$ cat config.mk
export PLATFORM = sky130hd
export DESIGN_NAME = adder_issue_ctrl_flat
export DESIGN_NICKNAME = d
export VERILOG_FILES = /design/src/rtl/adder_issue_ctrl_pkg.sv /design/src/rtl/adder_issue_ctrl_if.sv /design/src/rtl/adder_rsp_fifo.sv /design/src/rtl/adder_issue_ctrl.sv /design/src/flat_wrapper.sv
export SDC_FILE = /design/constraint.sdc
export NUM_CORES = 1
export LEC_CHECK = 0
export ABC_CLOCK_PERIOD_IN_PS = 6650
export BUFFER_PORTS_ARGS = -buffer_cell sky130_fd_sc_hd__buf_2
export CAP_MARGIN = 30
export CORE_ASPECT_RATIO = 0.6
export CORE_MARGIN = 2
export CORE_UTILIZATION = 53
export DETAILED_ROUTE_END_ITERATION = 10
export PLACE_DENSITY = 0.87
export REMOVE_ABC_BUFFERS = 1
export SYNTH_ARGS = -nofsm -noshare
export SYNTH_HDL_FRONTEND = slang
export SYNTH_HIERARCHICAL = 1
export SYNTH_SLANG_ARGS = --single-unit
$ cat constraint.sdc
create_clock -name clk -period 6.65 [get_ports clk]
set_input_delay 1.6625 -clock clk [delete_from_list [all_inputs] [get_ports clk]]
set_output_delay 1.6625 -clock clk [all_outputs]
set_load 0.01 [all_outputs]
$ cat src/rtl/adder_issue_ctrl_pkg.sv
// Shared constants and response payload for the adder issue/response control stage.
package adder_issue_ctrl_pkg;

  localparam int unsigned DATA_W      = 32;
  localparam int unsigned ADD_LAT_DEF = 2;
  localparam int unsigned TAG_W_DEF   = 4;

  typedef struct packed {
    logic [DATA_W-1:0]    sum;
    logic [TAG_W_DEF-1:0] tag;
  } rsp_t;

endpackage

$ cat src/rtl/adder_issue_ctrl_if.sv
// Request, adder hookup and response signals of the adder issue control stage.
interface adder_issue_ctrl_if
  import adder_issue_ctrl_pkg::*;
#(
  parameter int unsigned TAG_W = TAG_W_DEF
);

  logic              req_valid;
  logic              req_ready;
  logic [DATA_W-1:0] req_a;
  logic [DATA_W-1:0] req_b;
  logic [TAG_W-1:0]  req_tag;
  logic [DATA_W-1:0] add_in1;
  logic [DATA_W-1:0] add_in2;
  logic [DATA_W-1:0] add_out;
  logic              rsp_valid;
  logic              rsp_ready;
  logic [DATA_W-1:0] rsp_sum;
  logic [TAG_W-1:0]  rsp_tag;
  logic              busy;

  // Parent side: issues requests, owns the adder, consumes responses.
  modport master (
    output req_valid, req_a, req_b, req_tag, add_out, rsp_ready,
    input  req_ready, add_in1, add_in2, rsp_valid, rsp_sum, rsp_tag, busy
  );

  // Control stage side.
  modport slave (
    input  req_valid, req_a, req_b, req_tag, add_out, rsp_ready,
    output req_ready, add_in1, add_in2, rsp_valid, rsp_sum, rsp_tag, busy
  );

endinterface

$ cat src/rtl/adder_rsp_fifo.sv
// Synchronous circular FIFO with extra-MSB pointers and a combinational head read.
module adder_rsp_fifo
  import adder_issue_ctrl_pkg::*;
#(
  parameter int unsigned DEPTH   = 4,
  parameter type         entry_t = rsp_t
) (
  input  logic   clk,
  input  logic   rst,
  input  logic   push,
  input  entry_t wr_data,
  input  logic   pop,
  output entry_t head,
  output logic   full,
  output logic   empty
);

  localparam int unsigned AW = $clog2(DEPTH);
  localparam int unsigned PW = AW + 1;

  logic [PW-1:0] wr_ptr;
  logic [PW-1:0] rd_ptr;
  entry_t        mem [DEPTH];
  logic          do_pop;

  assign empty  = (wr_ptr == rd_ptr);
  assign full   = (wr_ptr[AW] != rd_ptr[AW]) && (wr_ptr[AW-1:0] == rd_ptr[AW-1:0]);
  assign head   = mem[rd_ptr[AW-1:0]];
  assign do_pop = pop & ~empty;

  // Storage is cleared so the head reads zero after reset.
  always_ff @(posedge clk or posedge rst) begin
    if (rst) begin
      wr_ptr <= '0;
      rd_ptr <= '0;
      for (int unsigned i = 0; i < DEPTH; i++) begin
        mem[i] <= '0;
      end
    end else begin
      if (push) begin
        mem[wr_ptr[AW-1:0]] <= wr_data;
        wr_ptr              <= wr_ptr + PW'(1);
      end
      if (do_pop) begin
        rd_ptr <= rd_ptr + PW'(1);
      end
    end
  end

endmodule

$ cat src/rtl/adder_issue_ctrl.sv
// Issue/response control around a non-stallable pipelined adder: operand drive,
// valid/tag tracking, credit-based admission and an in-order response FIFO.
module adder_issue_ctrl
  import adder_issue_ctrl_pkg::*;
#(
  parameter int unsigned ADD_LAT    = ADD_LAT_DEF,
  parameter int unsigned FIFO_DEPTH = 4,
  parameter int unsigned TAG_W      = TAG_W_DEF
) (
  input logic               clk,
  input logic               rst_n,
  adder_issue_ctrl_if.slave bus
);

  localparam int unsigned CNT_W = $clog2(FIFO_DEPTH + 1);

  typedef struct packed {
    logic [DATA_W-1:0] sum;
    logic [TAG_W-1:0]  tag;
  } entry_t;

  logic               acc;
  logic               pop;
  logic               push;
  logic [CNT_W-1:0]   cnt;
  logic [CNT_W-1:0]   cnt_nxt;
  logic               ready_q;
  logic               busy_q;
  logic [ADD_LAT-1:0] vld_sr;
  logic [TAG_W-1:0]   tag_sr [ADD_LAT];
  entry_t             wr_entry;
  entry_t             head;
  logic               full;
  logic               empty;

  assign acc  = bus.req_valid & ready_q;
  assign pop  = ~empty & bus.rsp_ready;
  assign push = vld_sr[ADD_LAT-1];

  // Operands are zeroed when nothing is issued to keep the adder quiet.
  assign bus.add_in1 = acc ? bus.req_a : '0;
  assign bus.add_in2 = acc ? bus.req_b : '0;

  assign bus.req_ready = ready_q;
  assign bus.busy      = busy_q;
  assign bus.rsp_valid = ~empty;
  assign bus.rsp_sum   = head.sum;
  assign bus.rsp_tag   = head.tag;

  assign wr_entry = '{sum: bus.add_out, tag: tag_sr[ADD_LAT-1]};

  // Credits cover results in the adder plus entries held in the FIFO.
  always_comb begin
    cnt_nxt = cnt;
    if (acc && !pop) begin
      cnt_nxt = cnt + CNT_W'(1);
    end else if (!acc && pop) begin
      cnt_nxt = cnt - CNT_W'(1);
    end
  end

  // Ready and busy are registered images of the next credit count.
  always_ff @(posedge clk or posedge rst_n) begin
    if (rst_n) begin
      cnt     <= '0;
      ready_q <= 1'b0;
      busy_q  <= 1'b0;
    end else begin
      cnt     <= cnt_nxt;
      ready_q <= (cnt_nxt < CNT_W'(FIFO_DEPTH));
      busy_q  <= (cnt_nxt != '0);
    end
  end

  // Valid/tag shadow of the adder pipeline.
  always_ff @(posedge clk or posedge rst_n) begin
    if (rst_n) begin
      vld_sr <= '0;
      for (int unsigned i = 0; i < ADD_LAT; i++) begin
        tag_sr[i] <= '0;
      end
    end else begin
      vld_sr[0] <= acc;
      tag_sr[0] <= bus.req_tag;
      for (int unsigned i = 1; i < ADD_LAT; i++) begin
        vld_sr[i] <= vld_sr[i-1];
        tag_sr[i] <= tag_sr[i-1];
      end
    end
  end

  adder_rsp_fifo #(
    .DEPTH   (FIFO_DEPTH),
    .entry_t (entry_t)
  ) u_fifo (
    .clk     (clk),
    .rst     (rst_n),
    .push    (push),
    .wr_data (wr_entry),
    .pop     (pop),
    .head    (head),
    .full    (full),
    .empty   (empty)
  );

  // The credit scheme must make both of these unreachable.
  a_no_push_full: assert property (@(posedge clk) disable iff (rst_n) !(push && full));
  a_cnt_bound:    assert property (@(posedge clk) disable iff (rst_n) cnt <= CNT_W'(FIFO_DEPTH));

endmodule

$ cat src/flat_wrapper.sv
// flat-port wrapper written by rule: the top's interface ports become plain ports
module adder_issue_ctrl_flat import adder_issue_ctrl_pkg::*;
#(
  parameter int unsigned ADD_LAT    = ADD_LAT_DEF,
  parameter int unsigned FIFO_DEPTH = 4,
  parameter int unsigned TAG_W      = TAG_W_DEF
)
  (clk, rst_n, bus_req_valid, bus_req_a, bus_req_b, bus_req_tag, bus_add_out, bus_rsp_ready, bus_req_ready, bus_add_in1, bus_add_in2, bus_rsp_valid, bus_rsp_sum, bus_rsp_tag, bus_busy);
  adder_issue_ctrl_if #(.TAG_W(TAG_W)) bus_i ();
  input logic clk;
  input logic rst_n;
  input wire logic [$bits(bus_i.req_valid)-1:0] bus_req_valid;
  input wire logic [$bits(bus_i.req_a)-1:0] bus_req_a;
  input wire logic [$bits(bus_i.req_b)-1:0] bus_req_b;
  input wire logic [$bits(bus_i.req_tag)-1:0] bus_req_tag;
  input wire logic [$bits(bus_i.add_out)-1:0] bus_add_out;
  input wire logic [$bits(bus_i.rsp_ready)-1:0] bus_rsp_ready;
  output wire logic [$bits(bus_i.req_ready)-1:0] bus_req_ready;
  output wire logic [$bits(bus_i.add_in1)-1:0] bus_add_in1;
  output wire logic [$bits(bus_i.add_in2)-1:0] bus_add_in2;
  output wire logic [$bits(bus_i.rsp_valid)-1:0] bus_rsp_valid;
  output wire logic [$bits(bus_i.rsp_sum)-1:0] bus_rsp_sum;
  output wire logic [$bits(bus_i.rsp_tag)-1:0] bus_rsp_tag;
  output wire logic [$bits(bus_i.busy)-1:0] bus_busy;
  assign bus_i.req_valid = bus_req_valid;
  assign bus_i.req_a = bus_req_a;
  assign bus_i.req_b = bus_req_b;
  assign bus_i.req_tag = bus_req_tag;
  assign bus_i.add_out = bus_add_out;
  assign bus_i.rsp_ready = bus_rsp_ready;
  assign bus_req_ready = bus_i.req_ready;
  assign bus_add_in1 = bus_i.add_in1;
  assign bus_add_in2 = bus_i.add_in2;
  assign bus_rsp_valid = bus_i.rsp_valid;
  assign bus_rsp_sum = bus_i.rsp_sum;
  assign bus_rsp_tag = bus_i.rsp_tag;
  assign bus_busy = bus_i.busy;
  adder_issue_ctrl #(.ADD_LAT(ADD_LAT), .FIFO_DEPTH(FIFO_DEPTH), .TAG_W(TAG_W)) u_core (.clk(clk), .rst_n(rst_n), .bus(bus_i));
endmodule
=== Yosys cells after proc, flatten, opt, wreduce, memory -nomap -nowiden ===
Index checks and enable logic that the tools add are counted.

* Output and inout port bits: 103
* Logic and storage cells: 47
* Input port bits: 104
* Register bits: 165

* Eq/ne operators: 1
* $add $sub $neg: 4
* Reductions and logical operators: 6
* Magnitude comparators: 4
* Muxes and demuxes: 10
* Bitwise operators: 6

{| class="wikitable"
|+ Operators with widths
! operator !! number
|-
| 144-bit bitwise mux || 1
|-
| 36-bit 2-to-1 mux || 3
|-
| 36-bit binary-select mux with 2-bit select || 1
|-
| 36-bit demux with 2-bit select || 1
|-
| 32-bit 2-to-1 mux || 2
|-
| 3-bit by 1-bit adder with 3-bit output, second input constant || 3
|-
| 3-bit >= comparator, second input constant || 2
|-
| 3-bit 2-to-1 mux || 2
|-
| 2-bit NOT with 3-bit output || 2
|-
| 1-bit AND || 3
|-
| 3-bit == test || 1
|-
| 1-bit logical AND || 3
|-
| 3-bit by 1-bit less-than comparator with 1-bit output, second input constant || 1
|-
| 3-bit less-than comparator, second input constant || 1
|-
| 3-bit nonzero test || 1
|-
| 3-bit by 1-bit subtractor with 3-bit output, second input constant || 1
|-
| 1-bit logical NOT || 2
|-
| 1-bit NOT || 1
|}

=== Longest topological paths before layout ===
Gate-level depths: netlist of the first run.

* Depth in word-level cells: 7
* Mapped depth: 8
* Gate-level depth less buffers: 7

=== Hierarchy ===
The synthesis of the first run kept the hierarchy.

{| class="wikitable"
|+ By module, submodules not included
! module !! area each (µm²) !! instances !! cells an instance
|-
| adder_rsp_fifo || 6580.1 || 1 || 388
|-
| adder_issue_ctrl || 1016.0 || 1 || 121
|}

=== Worst setup path after synthesis of the first run ===
OpenSTA, ideal clock, no wires.

* Path kind: in2out
* Start point: input bus_req_valid
* End point: output bus_add_in1[10]
* Stages on the path: 3
* Slack: 2.668 ns
* Data required time: 4.987 ns
* Arrival time: 2.319 ns
* Buffers on the path: 2
* Path through: clkbuf_1 clkbuf_1 and3_1

* Cells in the longest elaborated chain, start to end: 2

{| class="wikitable"
|+ RTL lines
! what !! line !! RTL
|-
| start, declared || flat_wrapper.sv:12 || <nowiki>input wire logic [$bits(bus_i.req_valid)-1:0] bus_req_valid;</nowiki>
|-
| 1-bit AND || adder_issue_ctrl.sv:36 || <nowiki>assign acc = bus.req_valid & ready_q;</nowiki>
|-
| 32-bit 2-to-1 mux || adder_issue_ctrl.sv:41 || <nowiki>assign bus.add_in1 = acc ? bus.req_a : '0;</nowiki>
|-
| end, declared || flat_wrapper.sv:19 || <nowiki>output wire logic [$bits(bus_i.add_in1)-1:0] bus_add_in1;</nowiki>
|}

No other way between the ends.

=== Final worst setup path of the first run ===
* Start point: input bus_req_valid
* End point: output bus_add_in1[7]

Same word-level chain as after synthesis.

==> results.ini, run 1 <==
[die]
start_util = 0.549
die_h_um = 96.7
fp.dieW_um = 158
core_um2 = 13800
die-area_um2 = 15300
rows = 33
ios = 207

[timing]
tightestPinTransition_ns = 0.834
fmax_mhz = 228
fin_crit_sh = 0.660
finalSetupViolations = 0
slew_headroom = 0.444
finalHoldViolations = 0
setup-tns-final_ns = 0
grt_setup_unrepaired = false
min_period_ns = 4.39
slew_viol_final = 0
clock_skew_ns = 0.00903

[setup_path]
worstReg2RegStart = u_core/u_fifo/rd_ptr[0]
cp_max_fo = 67
cpMostUsedCell = buf_2
cp.arrival_ns = 2.73
cp-start-kind = primary input
crit_start = bus_req_valid
crit_chain = buf_2, and3_1, buf_2
crit_slowest_cell = buf_2
slowest_delay_ns = 0.63
end_kind = output pin
cp_data_required_time_ns = 4.99
path_class = primary input to output pin

[clock_tree]
post_cts_buffers = 0
numCtsBuffers = 17
cts_root_buf = clkbuf_16
cts_resized = 0
cts.clk_slew.worst_paths_ns = 0.06
tritoncts = done
clock_latency_ns = 0.41
cts_sinks = 165
clock_path_buffers = 2
h-tree-depth = 4
hold_buffers = 0

[job]
drv_cap = 0

[global_routing]
grt_max_degree = 83
grt_antenna_before_repair = 0
grt_pass1_vias = 5113
grt-ovfl-total = 0
grt_use_total = 0.229
grt_pass1_wl_mm = 27.1

[detailed_routing]
vias = 4965
via_per_inst = 5.48
drt-total-wl_mm = 17.0
ant_nets = 0
dr.first_iter.drc_count = 279
routedWlPerCell_um = 18.8
post-route-drc-count = 0
drtPass1Iterations = 4

[power_and_ir_drop]
finalPower_mw = 4.67
leakagePower_nw = 4.58
worst_ir_drop_vdd_uv = 260
powerDensity_nw_per_um2 = 500

[synthesis]
ys.warnings.count = 6
syn_inst = 507
syn_area_um2 = 7590
syn_area_per_cell_um2 = 15.0

[placement]
gp_congestion = 0.829
detailed_place_hpwl_mm = 11.4
io_buffer_count = 206

[layout]
antenna_cells = 0
area_growth_syn_to_layout_pct = 23.2
layout_common_cells = buf_2 (206), dfrtp_1 (163), mux2_2 (133), and3_1 (66), mux4_2 (36)
layout_commonest_cell = buf_2
drive_above_1_share = 0.590
finalNetCount = 812
fillCellCount = 964

[worst_hold_path]
holdCritPathClass = register to register
hp-start = u_core/tag_sr[6]

[outcome]
status = completed

stage by stage:
step           worst slack (ns)  std cells  hold WS (ns)  instance area [um^2]  utilization
6_report                   2.26        906         0.348                  9350        0.676
5_1_grt                    2.16        906         0.355                  9350        0.676
4_1_cts                    2.32        906         0.349                  9350        0.676
3_5_place_dp               2.33        874         0.335                  8750        0.633
3_3_place_gp               2.38        872         0.331                  8710        0.629
2_1_floorplan             0.951        472         0.331                  7410            -
area by class of cell:
| type | instances | area, um^2 | share of cell area |
|---|---|---|---|
| Sequential cell | 165 | 4130 | 0.442 |
| Multi-Input combinational cell | 295 | 3230 | 0.346 |
| Timing Repair Buffer | 210 | 1090 | 0.117 |
| Clock buffer | 17 | 425 | 0.0455 |
| Tap cell | 192 | 240 | 0.0257 |
| Clock inverter | 15 | 170 | 0.0182 |
| Inverter | 12 | 55.1 | 0.00589 |
sequential cells by signal, indices dropped and copies added, names as in the netlist:
name	cells
u_core/tag_sr	8
u_core/cnt	3
u_core/bus.req_ready	1
u_core/u_fifo/wr_ptr	3
u_core/u_fifo/rd_ptr	3
u_core/u_fifo/mem	144
u_core/bus.busy	1
u_core/vld_sr	2
worst paths after layout:
kind                                          to  cells past startpoint  slack, ns
setup / recovery                  bus_add_in1[7]                      3       2.26
hold / removal                  u_core/tag_sr[2]                      0       0.35
setup reg to reg                 u_core/bus.busy                      8       3.81
min in group asynchronous       u_core/tag_sr[7]                      2       1.36
hold reg to reg                 u_core/tag_sr[2]                      0       0.35
max in group asynchronous  u_core/u_fifo/mem[43]                      3       3.93
routing by layer:
metal  GRT usage  wire, um
met1       0.327      7890
met2       0.366      8360
met3      0.0484       683
met4      0.0527       119
met5           0         0
where the power goes:
group          internal [mW]  switching (mW)  total [mW]  leakage, nW
Combinational           1.07           0.808        1.88         2.36
Clock                  0.565           0.415       0.979        0.293
Sequential              1.50           0.320        1.82         1.93
critical path, delay by kind of cell:
kind | cells | cell delay [ns]
AND/OR/NAND/NOR | 1 | 0.28
buffers and inverters | 2 | 0.77
Note: power is estimated with default switching activity, not from simulation.
==> inputs of run 2 (changes only) <==
ABC_CLOCK_PERIOD_IN_PS = 4000   (was 6650)
CORE_UTILIZATION = 48   (was 53)
PLACE_DENSITY = 0.83   (was 0.87)
clock period = 4 ns   (was 6.65 ns; I/O delays follow)
==> run 2 against run 1 <==
Global-route usage down 1.1 points. Total power up 68%. Die area up 10%. Critical path depth unchanged. Largest cell class unchanged. Setup slack worse by 1.5 ns.
==> results.ini, run 2 (synthesized netlist as in run 1, its figures left out) <==
[outcome]
status = completed

[placement]
pre_cts_ws_ns = 0.976
place_area_um2 = 8800
io_buffer_count = 206
detailed_place_hpwl_mm = 12.1
gp_congestion = 0.873
post-place-cells = 888

[timing]
fin_crit_sh = 0.802
min_period_ns = 3.21
slew_headroom = 0.371
slew_viol_final = 0
finalSetupViolations = 0
fmax_mhz = 312
finalHoldViolations = 0
clock_skew_ns = 0.00689
setup_ws_ns = 0.791
holdWs_ns = 0.349
setup-tns-final_ns = 0
tightestPinTransition_ns = 0.944
grt_setup_unrepaired = false

[die]
start_util = 0.492
fp.dieW_um = 166
die_h_um = 101
ios = 207
rows = 35
die-area_um2 = 16900
core_um2 = 15400

[layout]
final_core_util = 0.610
design_area_um2 = 9410
top_register = u_core/u_fifo/mem
layout_common_cells = buf_2 (206), dfrtp_1 (163), mux2_2 (133), and3_1 (66), mux4_2 (36)
reg_top3 = u_core/u_fifo/mem: 144 flops, u_core/tag_sr: 8 flops
layout_commonest_cell = buf_2
finalNetCount = 815
stdcell_count = 922
largest_reg_flops = 144
area_growth_syn_to_layout_pct = 24.0
drive_above_1_share = 0.591

[power_and_ir_drop]
powerDensity_nw_per_um2 = 833
leakagePower_nw = 4.60
power_frac_seq = 0.388
p_clk_frac = 0.213
worst_ir_drop_vdd_uv = 454
finalPower_mw = 7.84
p_sw_frac = 0.333
switching_power_mw = 2.61
p_int_mw = 5.23
combPwrFrac = 0.398

[clock_tree]
cts_sinks = 165
cts_root_buf = clkbuf_16
clock_latency_ns = 0.42
hold_buffers = 0
cts_resized = 0
post_cts_buffers = 0
numCtsBuffers = 17
clock_path_buffers = 2
h-tree-depth = 4
tritoncts = done
cts.clk_slew.worst_paths_ns = 0.07

[global_routing]
grt_use_total = 0.218
grtUsageMet2 = 0.359
grt_pass1_vias = 5483
grt_antenna_before_repair = 1
grt_pass1_wl_mm = 28.9
grt-ovfl-total = 0
grt_max_degree = 68
grt.busiest_layer = met2
use_met1 = 0.300
met3_usage = 0.0512

[detailed_routing]
post-route-drc-count = 0
vias = 5067
routedWlPerCell_um = 19.4
via_per_inst = 5.50
ant_nets = 0
drtPass1Iterations = 4
drt-total-wl_mm = 17.9
dr.first_iter.drc_count = 280

[setup_path]
cp-start-kind = register
end_kind = output pin
path_class = register to output pin
cp_data_required_time_ns = 3.00
cp.arrival_ns = 2.21
cp_max_fo = 33

[job]
drv_cap = 0

[worst_hold_path]
holdCritPathClass = register to register

==> run 2: changes by cell type in the layout (fill, tap and decap cells not counted) <==
cell,delta
buf_4,+2
buf_8,+1
clkbuf_8,+1
clkinv_4,-1
diode_2,+2
inv_6,-2
inv_8,+2
==> run 2: power groups by stage <==
stage	clock network (mW)	logic, mW	registers (mW)
final	1.67	3.12	3.05
after global routing	1.78	3.38	3.15
after floorplan	0	2.12	2.95
after CTS	1.70	3.16	3.04
after detailed placement	0	3.14	3.06
after global placement	0	2.94	2.98
==> run 2: layout make-up <==
type | instances | area [um^2]
well taps | 203 | 254
clock buffers | 18 | 439
fillers | 1156 | 6010
diodes | 2 | 5.00
inverters | 12 | 55.1
multi-input cells | 295 | 3230
clock inverters | 14 | 166
repair buffers | 213 | 1120
flip-flops and latches | 165 | 4130
==> run 2: worst max-delay path, cell delays in order, from the launching register on <==
cell	delay, ns
dfrtp_2	0.99
buf_4	0.33
mux4_2	0.32
buf_2	0.16
==> run 2: worst paths after layout <==
path,startpoint,to,slack (ns),depth (start not counted)
max,u_core/u_fifo/rd_ptr[1],bus_rsp_sum[2],0.79,3
min,u_core/tag_sr[6],u_core/tag_sr[2],0.35,0
max reg2reg,u_core/u_fifo/rd_ptr[1],u_core/bus.busy,1.37,7
min reg2reg,u_core/tag_sr[6],u_core/tag_sr[2],0.35,0
max in group asynchronous,rst_n,u_core/u_fifo/mem[43],2.38,4
min in group asynchronous,rst_n,u_core/u_fifo/mem[73],0.65,2
==> run 2: layer usage <==
layer  routed length (um)  vias up
met2                 8670      128
met1                 8120     2661
met3                  899       16
met5                    0        -
li1                     -     2262
met4                  168        0
